$ cat src/rtl/pid_cfg_sequencer_pkg.sv
// Shared types for the PID config sequencer: target select, FSM states
// and the queued config entry. D_WIDTH of the sequencer must equal CFG_DW.
package foc_cfg_pkg;

  localparam int CFG_DW = 16;

  typedef enum logic [1:0] {
    SEL_NONE = 2'b00,
    SEL_D    = 2'b01,
    SEL_Q    = 2'b10,
    SEL_BOTH = 2'b11
  } cfg_sel_t;

  typedef enum logic [1:0] {
    IDLE  = 2'b00,
    REQ   = 2'b01,
    DRAIN = 2'b10,
    DONE  = 2'b11
  } cfg_state_t;

  typedef struct packed {
    cfg_sel_t            sel;
    logic [CFG_DW-1:0]   addr;
    logic [CFG_DW-1:0]   data;
  } cfg_entry_t;

  function automatic logic sel_hits_d(cfg_sel_t s);
    logic [1:0] b;
    b = s;
    return b[0];
  endfunction

  function automatic logic sel_hits_q(cfg_sel_t s);
    logic [1:0] b;
    b = s;
    return b[1];
  endfunction

endpackage

$ cat src/rtl/pid_cfg_sequencer_if.sv
// Host/loop/PID bundle of the config sequencer.
// master: host + FOC side (drives requests); slave: the sequencer.
interface pid_cfg_sequencer_if #(
  parameter int D_WIDTH    = 16,
  parameter int FIFO_DEPTH = 4
);

  localparam int CW = $clog2(FIFO_DEPTH) + 1;

  logic               host_valid;
  logic               host_ready;
  logic [1:0]         host_sel;
  logic [D_WIDTH-1:0] host_addr;
  logic [D_WIDTH-1:0] host_data;
  logic               loop_idle;
  logic               cfg_hold;
  logic               pid_d_wen;
  logic [D_WIDTH-1:0] pid_d_addr;
  logic [D_WIDTH-1:0] pid_d_data;
  logic               pid_q_wen;
  logic [D_WIDTH-1:0] pid_q_addr;
  logic [D_WIDTH-1:0] pid_q_data;
  logic [CW-1:0]      fifo_count;
  logic               sel_err;

  modport master (
    output host_valid, host_sel, host_addr, host_data,
    output loop_idle,
    input  host_ready, cfg_hold,
    input  pid_d_wen, pid_d_addr, pid_d_data,
    input  pid_q_wen, pid_q_addr, pid_q_data,
    input  fifo_count, sel_err
  );

  modport slave (
    input  host_valid, host_sel, host_addr, host_data,
    input  loop_idle,
    output host_ready, cfg_hold,
    output pid_d_wen, pid_d_addr, pid_d_data,
    output pid_q_wen, pid_q_addr, pid_q_data,
    output fifo_count, sel_err
  );

endinterface

$ cat src/rtl/pid_cfg_sequencer_fifo.sv
// cfg_fifo: synchronous FIFO of cfg_entry_t, async active-high reset.
// Ports: i_push/i_wr, i_pop, o_head (show-ahead), o_full, o_empty, o_count.
module cfg_fifo
  import foc_cfg_pkg::*;
#(
  parameter int DEPTH = 4
) (
  input  logic                   clk,
  input  logic                   reset,
  input  logic                   i_push,
  input  cfg_entry_t             i_wr,
  input  logic                   i_pop,
  output cfg_entry_t             o_head,
  output logic                   o_full,
  output logic                   o_empty,
  output logic [$clog2(DEPTH):0] o_count
);

  localparam int AW = $clog2(DEPTH);

  cfg_entry_t      r_mem [DEPTH];
  logic [AW-1:0]   r_wptr;
  logic [AW-1:0]   r_rptr;
  logic [AW:0]     r_count;
  logic            w_push;
  logic            w_pop;

  assign o_full  = (r_count == (AW+1)'(DEPTH));
  assign o_empty = (r_count == '0);
  assign o_count = r_count;
  assign o_head  = r_mem[r_rptr];

  assign w_push = i_push && !o_full;
  assign w_pop  = i_pop && !o_empty;

  always_ff @(posedge clk) begin
    if (w_push) r_mem[r_wptr] <= i_wr;
  end

  // Depth is a power of two, so pointers wrap by plain overflow.
  always_ff @(posedge clk or posedge reset) begin
    if (reset) begin
      r_wptr  <= '0;
      r_rptr  <= '0;
      r_count <= '0;
    end else begin
      if (w_push) r_wptr <= r_wptr + 1'b1;
      if (w_pop)  r_rptr <= r_rptr + 1'b1;
      unique case ({w_push, w_pop})
        2'b10:   r_count <= r_count + 1'b1;
        2'b01:   r_count <= r_count - 1'b1;
        default: r_count <= r_count;
      endcase
    end
  end

endmodule

$ cat src/rtl/pid_cfg_sequencer.sv
// Queues host PID gain/limit writes and applies them between FOC iterations.
// Ports: clk, reset (async, active-high), bus (slave: host/loop/PID signals).
module pid_cfg_sequencer
  import foc_cfg_pkg::*;
#(
  parameter int D_WIDTH    = 16,
  parameter int FIFO_DEPTH = 4
) (
  input  logic                 clk,
  input  logic                 reset,
  pid_cfg_sequencer_if.slave   bus
);

  localparam int CW = $clog2(FIFO_DEPTH) + 1;

  cfg_state_t          r_state;
  cfg_state_t          w_state_n;
  logic                r_hold;
  logic                w_hold_n;
  logic [CW-1:0]       r_drain;
  logic [CW-1:0]       w_drain_n;
  logic                r_d_wen;
  logic                w_d_wen_n;
  logic [D_WIDTH-1:0]  r_d_addr;
  logic [D_WIDTH-1:0]  w_d_addr_n;
  logic [D_WIDTH-1:0]  r_d_data;
  logic [D_WIDTH-1:0]  w_d_data_n;
  logic                r_q_wen;
  logic                w_q_wen_n;
  logic [D_WIDTH-1:0]  r_q_addr;
  logic [D_WIDTH-1:0]  w_q_addr_n;
  logic [D_WIDTH-1:0]  r_q_data;
  logic [D_WIDTH-1:0]  w_q_data_n;
  logic                r_sel_err;

  logic                w_hs;
  logic                w_push;
  logic                w_pop;
  logic                w_full;
  logic                w_empty;
  logic [CW-1:0]       w_count;
  cfg_entry_t          w_wr;
  cfg_entry_t          w_head;

  assign bus.host_ready = !reset && !w_full;

  assign w_hs   = bus.host_valid && bus.host_ready;
  assign w_push = w_hs && (bus.host_sel != 2'b00);

  assign w_wr.sel  = cfg_sel_t'(bus.host_sel);
  assign w_wr.addr = bus.host_addr;
  assign w_wr.data = bus.host_data;

  cfg_fifo #(
    .DEPTH (FIFO_DEPTH)
  ) u_fifo (
    .clk     (clk),
    .reset   (reset),
    .i_push  (w_push),
    .i_wr    (w_wr),
    .i_pop   (w_pop),
    .o_head  (w_head),
    .o_full  (w_full),
    .o_empty (w_empty),
    .o_count (w_count)
  );

  always_comb begin
    w_state_n  = r_state;
    w_hold_n   = r_hold;
    w_drain_n  = r_drain;
    w_pop      = 1'b0;
    w_d_wen_n  = 1'b0;
    w_d_addr_n = r_d_addr;
    w_d_data_n = r_d_data;
    w_q_wen_n  = 1'b0;
    w_q_addr_n = r_q_addr;
    w_q_data_n = r_q_data;
    unique case (r_state)
      IDLE: begin
        if (!w_empty && bus.loop_idle) begin
          w_state_n = REQ;
          w_hold_n  = 1'b1;
        end
      end
      REQ: begin
        // Hold has been visible a full cycle; idle now means granted.
        // Only entries queued so far belong to this drain.
        if (bus.loop_idle) begin
          w_state_n = DRAIN;
          w_drain_n = w_count;
        end
      end
      DRAIN: begin
        w_pop = 1'b1;
        if (sel_hits_d(w_head.sel)) begin
          w_d_wen_n  = 1'b1;
          w_d_addr_n = w_head.addr;
          w_d_data_n = w_head.data;
        end
        if (sel_hits_q(w_head.sel)) begin
          w_q_wen_n  = 1'b1;
          w_q_addr_n = w_head.addr;
          w_q_data_n = w_head.data;
        end
        w_drain_n = r_drain - 1'b1;
        if (r_drain == CW'(1)) w_state_n = DONE;
      end
      DONE: begin
        w_hold_n  = 1'b0;
        w_state_n = IDLE;
      end
    endcase
  end

  always_ff @(posedge clk or posedge reset) begin
    if (reset) begin
      r_state   <= IDLE;
      r_hold    <= 1'b0;
      r_drain   <= '0;
      r_d_wen   <= 1'b0;
      r_d_addr  <= '0;
      r_d_data  <= '0;
      r_q_wen   <= 1'b0;
      r_q_addr  <= '0;
      r_q_data  <= '0;
      r_sel_err <= 1'b0;
    end else begin
      r_state   <= w_state_n;
      r_hold    <= w_hold_n;
      r_drain   <= w_drain_n;
      r_d_wen   <= w_d_wen_n;
      r_d_addr  <= w_d_addr_n;
      r_d_data  <= w_d_data_n;
      r_q_wen   <= w_q_wen_n;
      r_q_addr  <= w_q_addr_n;
      r_q_data  <= w_q_data_n;
      r_sel_err <= w_hs && (bus.host_sel == 2'b00);
    end
  end

  assign bus.cfg_hold   = r_hold;
  assign bus.pid_d_wen  = r_d_wen;
  assign bus.pid_d_addr = r_d_addr;
  assign bus.pid_d_data = r_d_data;
  assign bus.pid_q_wen  = r_q_wen;
  assign bus.pid_q_addr = r_q_addr;
  assign bus.pid_q_data = r_q_data;
  assign bus.fifo_count = w_count;
  assign bus.sel_err    = r_sel_err;

  // The loop must stay idle while coefficients are being rewritten.
  a_idle_in_drain : assert property (
    @(posedge clk) disable iff (reset)
    (r_state == DRAIN) |-> bus.loop_idle
  );

endmodule
$ cat src/flat_wrapper.sv
// flat-port wrapper written by rule: the top's interface ports become plain ports
module pid_cfg_sequencer_flat import foc_cfg_pkg::*;
#(
  parameter int D_WIDTH    = 16,
  parameter int FIFO_DEPTH = 4
)
  (clk, reset, bus_host_valid, bus_host_sel, bus_host_addr, bus_host_data, bus_loop_idle, bus_host_ready, bus_cfg_hold, bus_pid_d_wen, bus_pid_d_addr, bus_pid_d_data, bus_pid_q_wen, bus_pid_q_addr, bus_pid_q_data, bus_fifo_count, bus_sel_err);
  pid_cfg_sequencer_if #(.D_WIDTH(D_WIDTH), .FIFO_DEPTH(FIFO_DEPTH)) bus_i ();
  input  logic clk;
  input  logic reset;
  input wire logic [$bits(bus_i.host_valid)-1:0] bus_host_valid;
  input wire logic [$bits(bus_i.host_sel)-1:0] bus_host_sel;
  input wire logic [$bits(bus_i.host_addr)-1:0] bus_host_addr;
  input wire logic [$bits(bus_i.host_data)-1:0] bus_host_data;
  input wire logic [$bits(bus_i.loop_idle)-1:0] bus_loop_idle;
  output wire logic [$bits(bus_i.host_ready)-1:0] bus_host_ready;
  output wire logic [$bits(bus_i.cfg_hold)-1:0] bus_cfg_hold;
  output wire logic [$bits(bus_i.pid_d_wen)-1:0] bus_pid_d_wen;
  output wire logic [$bits(bus_i.pid_d_addr)-1:0] bus_pid_d_addr;
  output wire logic [$bits(bus_i.pid_d_data)-1:0] bus_pid_d_data;
  output wire logic [$bits(bus_i.pid_q_wen)-1:0] bus_pid_q_wen;
  output wire logic [$bits(bus_i.pid_q_addr)-1:0] bus_pid_q_addr;
  output wire logic [$bits(bus_i.pid_q_data)-1:0] bus_pid_q_data;
  output wire logic [$bits(bus_i.fifo_count)-1:0] bus_fifo_count;
  output wire logic [$bits(bus_i.sel_err)-1:0] bus_sel_err;
  assign bus_i.host_valid = bus_host_valid;
  assign bus_i.host_sel = bus_host_sel;
  assign bus_i.host_addr = bus_host_addr;
  assign bus_i.host_data = bus_host_data;
  assign bus_i.loop_idle = bus_loop_idle;
  assign bus_host_ready = bus_i.host_ready;
  assign bus_cfg_hold = bus_i.cfg_hold;
  assign bus_pid_d_wen = bus_i.pid_d_wen;
  assign bus_pid_d_addr = bus_i.pid_d_addr;
  assign bus_pid_d_data = bus_i.pid_d_data;
  assign bus_pid_q_wen = bus_i.pid_q_wen;
  assign bus_pid_q_addr = bus_i.pid_q_addr;
  assign bus_pid_q_data = bus_i.pid_q_data;
  assign bus_fifo_count = bus_i.fifo_count;
  assign bus_sel_err = bus_i.sel_err;
  pid_cfg_sequencer #(.D_WIDTH(D_WIDTH), .FIFO_DEPTH(FIFO_DEPTH)) u_core (.clk(clk), .reset(reset), .bus(bus_i));
endmodule
$ cat config.mk
export PLATFORM = sky130hd
export DESIGN_NAME = pid_cfg_sequencer_flat
export DESIGN_NICKNAME = d
export VERILOG_FILES = /design/src/rtl/pid_cfg_sequencer_pkg.sv /design/src/rtl/pid_cfg_sequencer_if.sv /design/src/rtl/pid_cfg_sequencer_fifo.sv /design/src/rtl/pid_cfg_sequencer.sv /design/src/flat_wrapper.sv
export SDC_FILE = /design/constraint.sdc
export NUM_CORES = 1
export LEC_CHECK = 0
export ABC_AREA = 1
export CORE_UTILIZATION = 58
export CTS_BUF_LIST = sky130_fd_sc_hd__clkbuf_8
export CTS_CLUSTER_DIAMETER = 60
export DETAILED_ROUTE_END_ITERATION = 7
export PLACE_DENSITY = 0.81
export SYNTH_ARGS = -nofsm -noshare
export SYNTH_HDL_FRONTEND = slang
export SYNTH_SLANG_ARGS = --single-unit
$ cat constraint.sdc
create_clock -name clk -period 3.2 [get_ports clk]
set_clock_uncertainty 0.05 [all_clocks]
set_input_delay 0.48 -clock clk [delete_from_list [all_inputs] [get_ports clk]]
set_output_delay 0.48 -clock clk [all_outputs]
set_load 0.02 [all_outputs]
# == Yosys cells after proc, flatten, opt, wreduce, memory -nomap -nowiden ==
# Memory sizes are Yosys's and may differ from the RTL's.
# Cells that the tools add are included.
# totals
ff_bits,80
latchBits,0
ramBits,136
romBits,0
memories,1
# memory_table
memory,depth,width,rd,rd_clocked_by_memory_dff,wr,line,rtl
u_core.u_fifo.r_mem,4,34,1,0,1,pid_cfg_sequencer_fifo.sv:21,cfg_entry_t r_mem [DEPTH];
# classes
add_sub_neg,5
n_mul,0
div_mod_pow,0
n_lt_le_gt_ge,0
eq_ne,10
n_shift,0
muxes,16
bitwise,0
n_reduce_logical,22
# op_table
cell,count
$pmux 3 s2,2
$mux 1,8
$pmux 2 s4,1
$reduce_and 2->1,4
$reduce_bool 2->1,4
$logic_and 1x1->1,7
$eq 2x2->1 const B,3
$mux 2,3
$sub 3x1->3 const B,2
$add 2x1->2 const B,2
$eq 2x1->1 const B,2
$logic_not 2->1,2
$ne 2x1->1 const B,2
$add 3x1->3 const B,1
$eq 3x1->1 const B,1
$eq 3x3->1 const B,1
$logic_not 1->1,3
$logic_not 3->1,1
$mux 3,1
$reduce_and 3->1,1
$ne 2x2->1 const B,1
$pmux 1 s2,1

# == Logic depth before layout (Yosys ltp) ==
# Gate-level depths: netlist (run 1).
# depth
ltp_word,8
ltp_mapped,11

# == By module ==
# A second synthesis (run 1) with hierarchy kept.
# unflattened
hier_cells,763
hier_area_um2,9008.6
# modules_own_cells
module,n_inst,cells_each,area_per_inst_um2,seq_area_each_um2
cfg_fifo,1,459,5919.4,4259.1
pid_cfg_sequencer,1,304,3089.2,1826.8

# == Worst setup path before layout (run 1) ==
# OpenSTA, ideal clock, no wires.
# synth_path
path_kind,input to register
start,in reset
end,mem u_core.u_fifo.r_mem[0][0] in the netlist's numbering (enable)
setup_time_ns,0.425
arrival_ns,4.236
path_slack_ns,-1.511
cell_stages,3
path_cell_list,inv_1 -> nand4_2 -> nor2_1
# synth_via
elab_chain_cells,7
# synth_lines
element,line,rtl
start: declaration,flat_wrapper.sv:10,input logic reset;
$logic_not 1->1 (no source line),n/a,
$logic_and 1x1->1,pid_cfg_sequencer.sv:45,assign bus.host_ready = !reset && !w_full;
$logic_and 1x1->1,pid_cfg_sequencer.sv:47,assign w_hs = bus.host_valid && bus.host_ready;
$logic_and 1x1->1,pid_cfg_sequencer.sv:48,assign w_push = w_hs && (bus.host_sel != 2'b00);
$logic_and 1x1->1,pid_cfg_sequencer_fifo.sv:33,assign w_push = i_push && !o_full;
$mux 1,pid_cfg_sequencer_fifo.sv:37,if (w_push) r_mem[r_wptr] <= i_wr;
$mux 1 (not written as such),pid_cfg_sequencer_fifo.sv:37,
end: declaration,pid_cfg_sequencer_fifo.sv:21,
# Every way passes these cells.

# == Worst setup path after layout (run 1) ==
# layout_path
start,reg u_core.u_fifo.r_count[0] (netlist: u_core.u_fifo.o_count[0])
end,out bus_host_ready
# layout_via
elab_chain_cells,3
# layout_lines
element,line,rtl
start: declaration,pid_cfg_sequencer_fifo.sv:24,logic [AW:0] r_count;
start signal: assignment,pid_cfg_sequencer_fifo.sv:50,2'b10: r_count <= r_count + 1'b1;
start signal: assignment,pid_cfg_sequencer_fifo.sv:51,2'b01: r_count <= r_count - 1'b1;
start signal: assignment,pid_cfg_sequencer_fifo.sv:52,default: r_count <= r_count;
$eq 3x3->1,pid_cfg_sequencer_fifo.sv:28,assign o_full = (r_count == (AW+1)'(DEPTH));
$logic_not 1->1,pid_cfg_sequencer.sv:45,
$logic_and 1x1->1,pid_cfg_sequencer.sv:45,
end: declaration,flat_wrapper.sv:16,output wire logic [$bits(bus_i.host_ready)-1:0] bus_host_ready;
# Every way passes these cells.

==> flow_summary.ini, run 1 <==
[status]
status = completed

[clock_network]
cts_setup_buffers = 0
clk_path_buf_depth = 3
cts_hold_buffers = 0
cts_num_sinks = 216
path_clk_slew_ns = 0.06
htreeDepth = 2
tritoncts = done
clk_latency_ns = 0.53
cts-resized-gates = 0
cts_root_buffer = clkbuf_8
numCtsBuffers = 35

[sta]
relSlewSlack = 0.3067
drv_slew = 0
holdWs_ns = 0.4201
fin_crit_sh = 0.7698
max_freq_mhz = 405.9
finalHoldViolCount = 0
rsz0062_at_grt = false
fin_crit_ns = 2.463
fin_ws_ns = 0.7365
worst_pin_slew_ns = 1.040
finalSetupViolCount = 0

[power_and_ir_drop]
power_switching_mw = 4.222
switching_share = 0.4025
ir_drop_v = 0.0005214
power_per_cell_area_nw_per_um2 = 941.6
comb_power_share = 0.411
power_frac_seq = 0.380
clkPwrFrac = 0.208
p_leak_nw = 5.262
intPower_mw = 6.267

[worst_setup_path]
cp_top_family = buffers and inverters
cp.arrival_ns = 1.93
cp-end-kind = output port
critPathLaunchType = register
worstPathRequired_ns = 2.67
path_cells = nor2_1 > a21oi_1 > clkdlybuf4s50_1
crit_type = reg2out
crit_fanout = 5
max_stage_delay_ns = 0.64
cp_num_buf_inv = 1
crit_slowest_cell = clkdlybuf4s50_1

[layout]
n_antenna_cell = 0
fin_area_um2 = 11140
fillers = 1090
area_growth_pct = 20.02
finalNonFillerCells = 1279
fin_nets = 1093
utilization = 0.7221
drive_gt1_frac = 0.07303

[floorplanning]
pin_count = 110
num_rows = 45
die_h_um = 128.5
die_x_um = 128.5
start_util = 0.6016
core_um2 = 15430
dieArea_um2 = 16510

[yosys]
ys_ff_latch = 216
synth_cell_types = 26
synth_fp_nets = 976
syn_avg_cell_area_um2 = 10.03
synth_edf_count = 136
syn_area_um2 = 9281
yosys_most_used_dff = edfxtp_1
asyncSetResetFlopFracSynth = 0.3704
synth_top_cell_by_area = edfxtp_1
syn_inst = 925
synthTopCellsByArea = edfxtp_1 (44%), dfrtp_1 (22%), nand2_1 (13%), nand3_1 (7.4%), inv_1 (6.5%)
synth_top_area_frac = 0.4400
synth_warnings = 0
yosysSeqAreaShare = 0.6557

[routing]
wl_mm = 20.21
postRouteAntennaNets = 0
vias = 6571
drtPass1Iterations = 5
vias_per_cell = 5.138
drc = 0
drt_iter0_drc = 514
wire_per_inst_um = 15.80

[place]
dp_cells = 1216
io_buffers = 109
globalplace.congestion = 0.7313
dp_hpwl_mm = 12.50
placedInstanceArea_um2 = 10500
dp_worst_setup_slack_ns = 0.6091

[global_routing]
grt_max_degree = 81
grt_pass1_wl_mm = 32.72
grt_pass1_vias = 6641
grt_use_total = 0.2596
overflow = 0
antenna_found_initial = 0

[min_path]
holdCritPathClass = reg2reg

[run]
cap_viol_max_count = 0
## registers in the layout (all words and copies together), names as in the netlist
name,cells
u_core.bus.pid_q_addr,16
u_core.r_drain,3
u_core.u_fifo.o_count,3
u_core.bus.pid_d_wen,1
u_core.r_state,2
u_core.bus.sel_err,1
u_core.u_fifo.r_mem,136
u_core.bus.pid_d_data,16
u_core.u_fifo.r_rptr,2
u_core.bus.cfg_hold,1
u_core.u_fifo.r_wptr,2
u_core.bus.pid_q_wen,1
u_core.bus.pid_d_addr,16
u_core.bus.pid_q_data,16
## stage by stage
step	power, mW	TNS [ns]
final	10.49	0
after global routing	11.14	0
after CTS	10.52	0
after detailed placement	8.336	0
after global placement	8.184	0
after floorplan	6.852	-54.51
## placed cells by master, fill, tap and decap left out, types with 2 or more instances in the layout
master,synthesis,final
dfrtp_1,80,79
nor2_1,7,3
clkinv_1,0,6
xor2_1,2,2
edfxtp_1,136,136
xnor2_1,2,2
buf_12,0,3
a21oi_2,2,2
buf_4,7,10
clkinv_2,0,7
inv_1,160,168
o21ai_0,8,8
a21oi_1,3,3
nand3_1,137,137
nand2_1,323,323
nand2_2,2,2
clkinvlp_4,0,3
clkbuf_8,0,38
ha_1,12,11
nand2_4,2,2
clkdlybuf4s50_1,0,109
nor2_4,0,4
## power groups by stage
stage | clock network [mW] | logic [mW] | registers [mW]
finish | 2.18 | 4.32 | 3.99
global route | 2.33 | 4.75 | 4.05
CTS | 2.21 | 4.33 | 3.98
detailed placement | 0 | 4.31 | 4.03
global placement | 0 | 4.18 | 4.01
floorplan | 0 | 2.42 | 4.43
## path summary, 6_finish.rpt
| check | slack, ns | end | from | cells past startpoint |
|---|---|---|---|---|
| max in group asynchronous | 1.70 | u_core.u_fifo.r_rptr[0]$_DFFE_PP0P_ | reset | 3 |
| worst min-delay path | 0.42 | u_core.bus.pid_d_addr[10]$_DFFE_PP0P_ | u_core.bus.pid_d_addr[10]$_DFFE_PP0P_ | 2 |
| worst min register to register | 0.42 | u_core.bus.pid_d_addr[10]$_DFFE_PP0P_ | u_core.bus.pid_d_addr[10]$_DFFE_PP0P_ | 2 |
| min in group asynchronous | 0.69 | u_core.bus.pid_q_data[4]$_DFFE_PP0P_ | reset | 3 |
| worst max register to register | 0.90 | u_core.u_fifo.o_count[2]$_DFFE_PP0P_ | u_core.r_state[0]$_DFFE_PP0P_ | 10 |
| worst max-delay path | 0.74 | bus_host_ready | u_core.u_fifo.o_count[0]$_DFFE_PP0P_ | 3 |
## metal layers
metal / vias to the layer above / share of wire / wire [µm] / GRT usage
met5: - / 0 / 0 / 0
met4: 0 / 0.025 / 497 / 0.1080
met3: 43 / 0.066 / 1327 / 0.04740
met2: 244 / 0.51 / 10280 / 0.4556
met1: 3140 / 0.40 / 8098 / 0.3173
li1: 3144 / - / - / -
## worst min-delay path: stages, from the launching register on
cell and delay (ns):
dfrtp_1 0.34, nand2_1 0.05, nand2_1 0.04
## final cells by class
type | count | area (µm²) | area share
clock inverter | 25 | 115.1 | 0.01033
multi-input combinational | 505 | 2310 | 0.2073
inverter | 162 | 614.3 | 0.05515
tap | 211 | 264.0 | 0.02370
timing repair buffer | 122 | 1226 | 0.1101
clock buffer | 38 | 523.0 | 0.04695
sequential | 216 | 6087 | 0.5464
## cells in the mapped netlist (all sizes together), types with 2 or more instances
cell type / instances
buf: 41
xor2: 2
o21ai: 8
dfrtp: 80
ha: 12
nand3: 137
nand4: 2
edfxtp: 136
inv: 162
nor2: 7
xnor2: 2
a21oi: 5
nand2: 327
## logic make-up (layout without fill, tap and decap cells)
family          after synthesis  count (layout)  share of synthesized area
xor+xnor                      4               4                   0.003775
fa+ha+maj                    13              13                    0.01833
compound gates               13              13                   0.007819
simple gates                475             475                     0.2145
flops                       216             216                     0.6557
buf+inv                     204             347                    0.09989
Note: power is estimated with default switching activity, not from simulation.
==> inputs of run 2 (changes only) <==
--- a/config.mk
+++ b/config.mk
@@ -6,11 +6,11 @@
 export NUM_CORES = 1
 export LEC_CHECK = 0
 export ABC_AREA = 1
-export CORE_UTILIZATION = 58
+export CORE_UTILIZATION = 52
 export CTS_BUF_LIST = sky130_fd_sc_hd__clkbuf_8
 export CTS_CLUSTER_DIAMETER = 60
 export DETAILED_ROUTE_END_ITERATION = 7
-export PLACE_DENSITY = 0.81
+export PLACE_DENSITY = 0.77
 export SYNTH_ARGS = -nofsm -noshare
 export SYNTH_HDL_FRONTEND = slang
 export SYNTH_SLANG_ARGS = --single-unit
==> constraint.sdc (replaced) <==
create_clock -name clk -period 2.2 [get_ports clk]
set_clock_uncertainty 0.05 [all_clocks]
set_input_delay 0.33 -clock clk [delete_from_list [all_inputs] [get_ports clk]]
set_output_delay 0.33 -clock clk [all_outputs]
set_load 0.02 [all_outputs]
==> flow_summary.ini, run 2 (synthesis results as in run 1) <==
[sta]
setup_tns_ns = 0
relSlewSlack = 0.3033
worst_pin_slew_ns = 1.045
finalSetupViolCount = 0
fin_crit_ns = 2.015
max_freq_mhz = 496.2
holdWs_ns = 0.3943
fin_crit_sh = 0.9160
drv_slew = 0
finalHoldViolCount = 0
fin_ws_ns = 0.1849
rsz0062_at_grt = false

[place]
dp_worst_setup_slack_ns = 0.04017
placedInstanceArea_um2 = 10700
io_buffers = 109
dp_cells = 1246
globalplace.congestion = 0.7706
dp_hpwl_mm = 12.78

[clock_network]
clk_latency_ns = 0.52
path_clk_slew_ns = 0.06
cts_hold_buffers = 0
tritoncts = done
cts_num_sinks = 216
numCtsBuffers = 35
htreeDepth = 2
cts_root_buffer = clkbuf_8
clk_path_buf_depth = 3

[power_and_ir_drop]
power_per_cell_area_nw_per_um2 = 1383
intPower_mw = 9.715
clkPwrFrac = 0.227
power_switching_mw = 6.087
ir_drop_v = 0.0007999
comb_power_share = 0.409
switching_share = 0.3852
power_frac_seq = 0.364
p_leak_nw = 5.384

[worst_setup_path]
critPathLaunchType = register
cp-end-kind = output port
worstPathRequired_ns = 1.82
max_stage_delay_ns = 0.44
startpoint = u_core.u_fifo.o_count[1]$_DFFE_PP0P_
cp_top_family = flip-flops
reg2reg_from = u_core.r_state[0]$_DFFE_PP0P_
path_cells = nor2_2 > a21oi_1 > dlygate4sd2_1
crit_fanout = 5
crit_type = reg2out
cp.arrival_ns = 1.64
cp_num_buf_inv = 1
crit_slowest_cell = dfrtp_1

[floorplanning]
pin_count = 110
num_rows = 48
die_x_um = 135.6
core_um2 = 17360
start_util = 0.5347
dieArea_um2 = 18390
die_h_um = 135.6

[layout]
fin_nets = 1109
finalNonFillerCells = 1307
regMostFlops = u_core.u_fifo.r_mem
mostFrequentLayoutCells = nand2_1 (323), inv_1 (166), nand3_1 (137), edfxtp_1 (136), clkdlybuf4s50_1 (108)
layout_commonest_cell = nand2_1
fin_area_um2 = 11430
n_antenna_cell = 0
largest_reg_flops = 136
area_growth_pct = 23.12
drive_gt1_frac = 0.08872

[run]
cap_viol_max_count = 0

[global_routing]
grt_use_total = 0.2254
overflow = 0
met2_usage = 0.3810
grt_most_used_layer = met2
grt_pass1_vias = 6244
grt_pass1_wl_mm = 31.66
use_met1 = 0.2863
grt_max_degree = 81
antenna_found_initial = 0
grt_use_met3 = 0.04489

[routing]
drc = 0
wl_mm = 19.74
drt_iter0_drc = 531
drtPass1Iterations = 8
postRouteAntennaNets = 0
vias_per_cell = 5.005
wire_per_inst_um = 15.11
vias = 6542

[min_path]
min_from = bus_host_data[9]
holdCritPathClass = in2reg

[status]
status = completed
==> run 2: cell types whose count changed in the layout (fill, tap and decap cells not counted), moves of 2 or more <==
cell and delta:
o21ai_0 -2, buf_12 +4, o21ai_1 +2, clkinv_2 -4, buf_4 +12, inv_1 -2, bufinv_16 +4
==> run 2: worst paths after layout <==
path	endpoint	slack, ns	cells past startpoint
hold / removal	u_core.u_fifo.r_mem[1][9]$_DFFE_PP_	0.39	1
setup / recovery	bus_host_ready	0.18	3
hold reg to reg	u_core.bus.pid_q_addr[2]$_DFFE_PP0P_	0.42	2
max in group asynchronous	u_core.u_fifo.r_rptr[0]$_DFFE_PP0P_	0.80	3
min in group asynchronous	u_core.bus.pid_d_addr[11]$_DFFE_PP0P_	0.57	3
setup reg to reg	u_core.u_fifo.o_count[2]$_DFFE_PP0P_	0.19	10
==> run 2: timing repair <==
action,in CTS,in global routing
setup buffers,0,0
setup endpoints to repair,1,0
resized for setup,2,0
==> run 2: power by group through the flow <==
stage	Clock (mW)	Combinational, mW	Sequential [mW]
after floorplan	0	3.57	6.44
after global placement	0	6.32	5.80
after detailed placement	0	6.48	5.82
after CTS	3.63	6.51	5.76
after global routing	3.82	7.11	5.85
final	3.59	6.46	5.76
==> run 2: final cells by class <==
| cell class | instances | area, µm² |
|---|---|---|
| Clock buffer | 38 | 523.0 |
| Clock inverter | 23 | 198.9 |
| Fill cell | 1333 | 5929 |
| Inverter | 162 | 614.3 |
| Multi-Input combinational cell | 505 | 2327 |
| Sequential cell | 216 | 6087 |
| Tap cell | 225 | 281.5 |
| Timing Repair Buffer | 138 | 1395 |
==> run 2: per-stage QoR <==
| step | power (mW) | utilization |
|---|---|---|
| 6_report | 15.80 | 0.6584 |
| 5_1_grt | 16.78 | 0.6584 |
| 4_1_cts | 15.90 | 0.6584 |
| 3_5_place_dp | 12.30 | 0.6167 |
| 3_3_place_gp | 12.12 | 0.6167 |
| 2_1_floorplan | 10.01 | - |
==> run 2: worst register-to-register path, cell delays in order, from the launching register on <==
cell     delay (ns)
dfrtp_1        0.41
inv_1          0.12
ha_2           0.19
inv_1          0.05
a21oi_2        0.18
ha_4           0.16
inv_2          0.04
fa_2           0.33
a21oi_1        0.12
o21ai_1        0.09
xor2_1         0.14
==> run 2: per-layer routing <==
metal  vias up  part of all wire  wire [µm]
met3        35             0.053       1046
li1       3179                 -          -
met4         0             0.021        405
met2       210              0.51      10030
met5         -                 0          0
met1      3118              0.42       8261
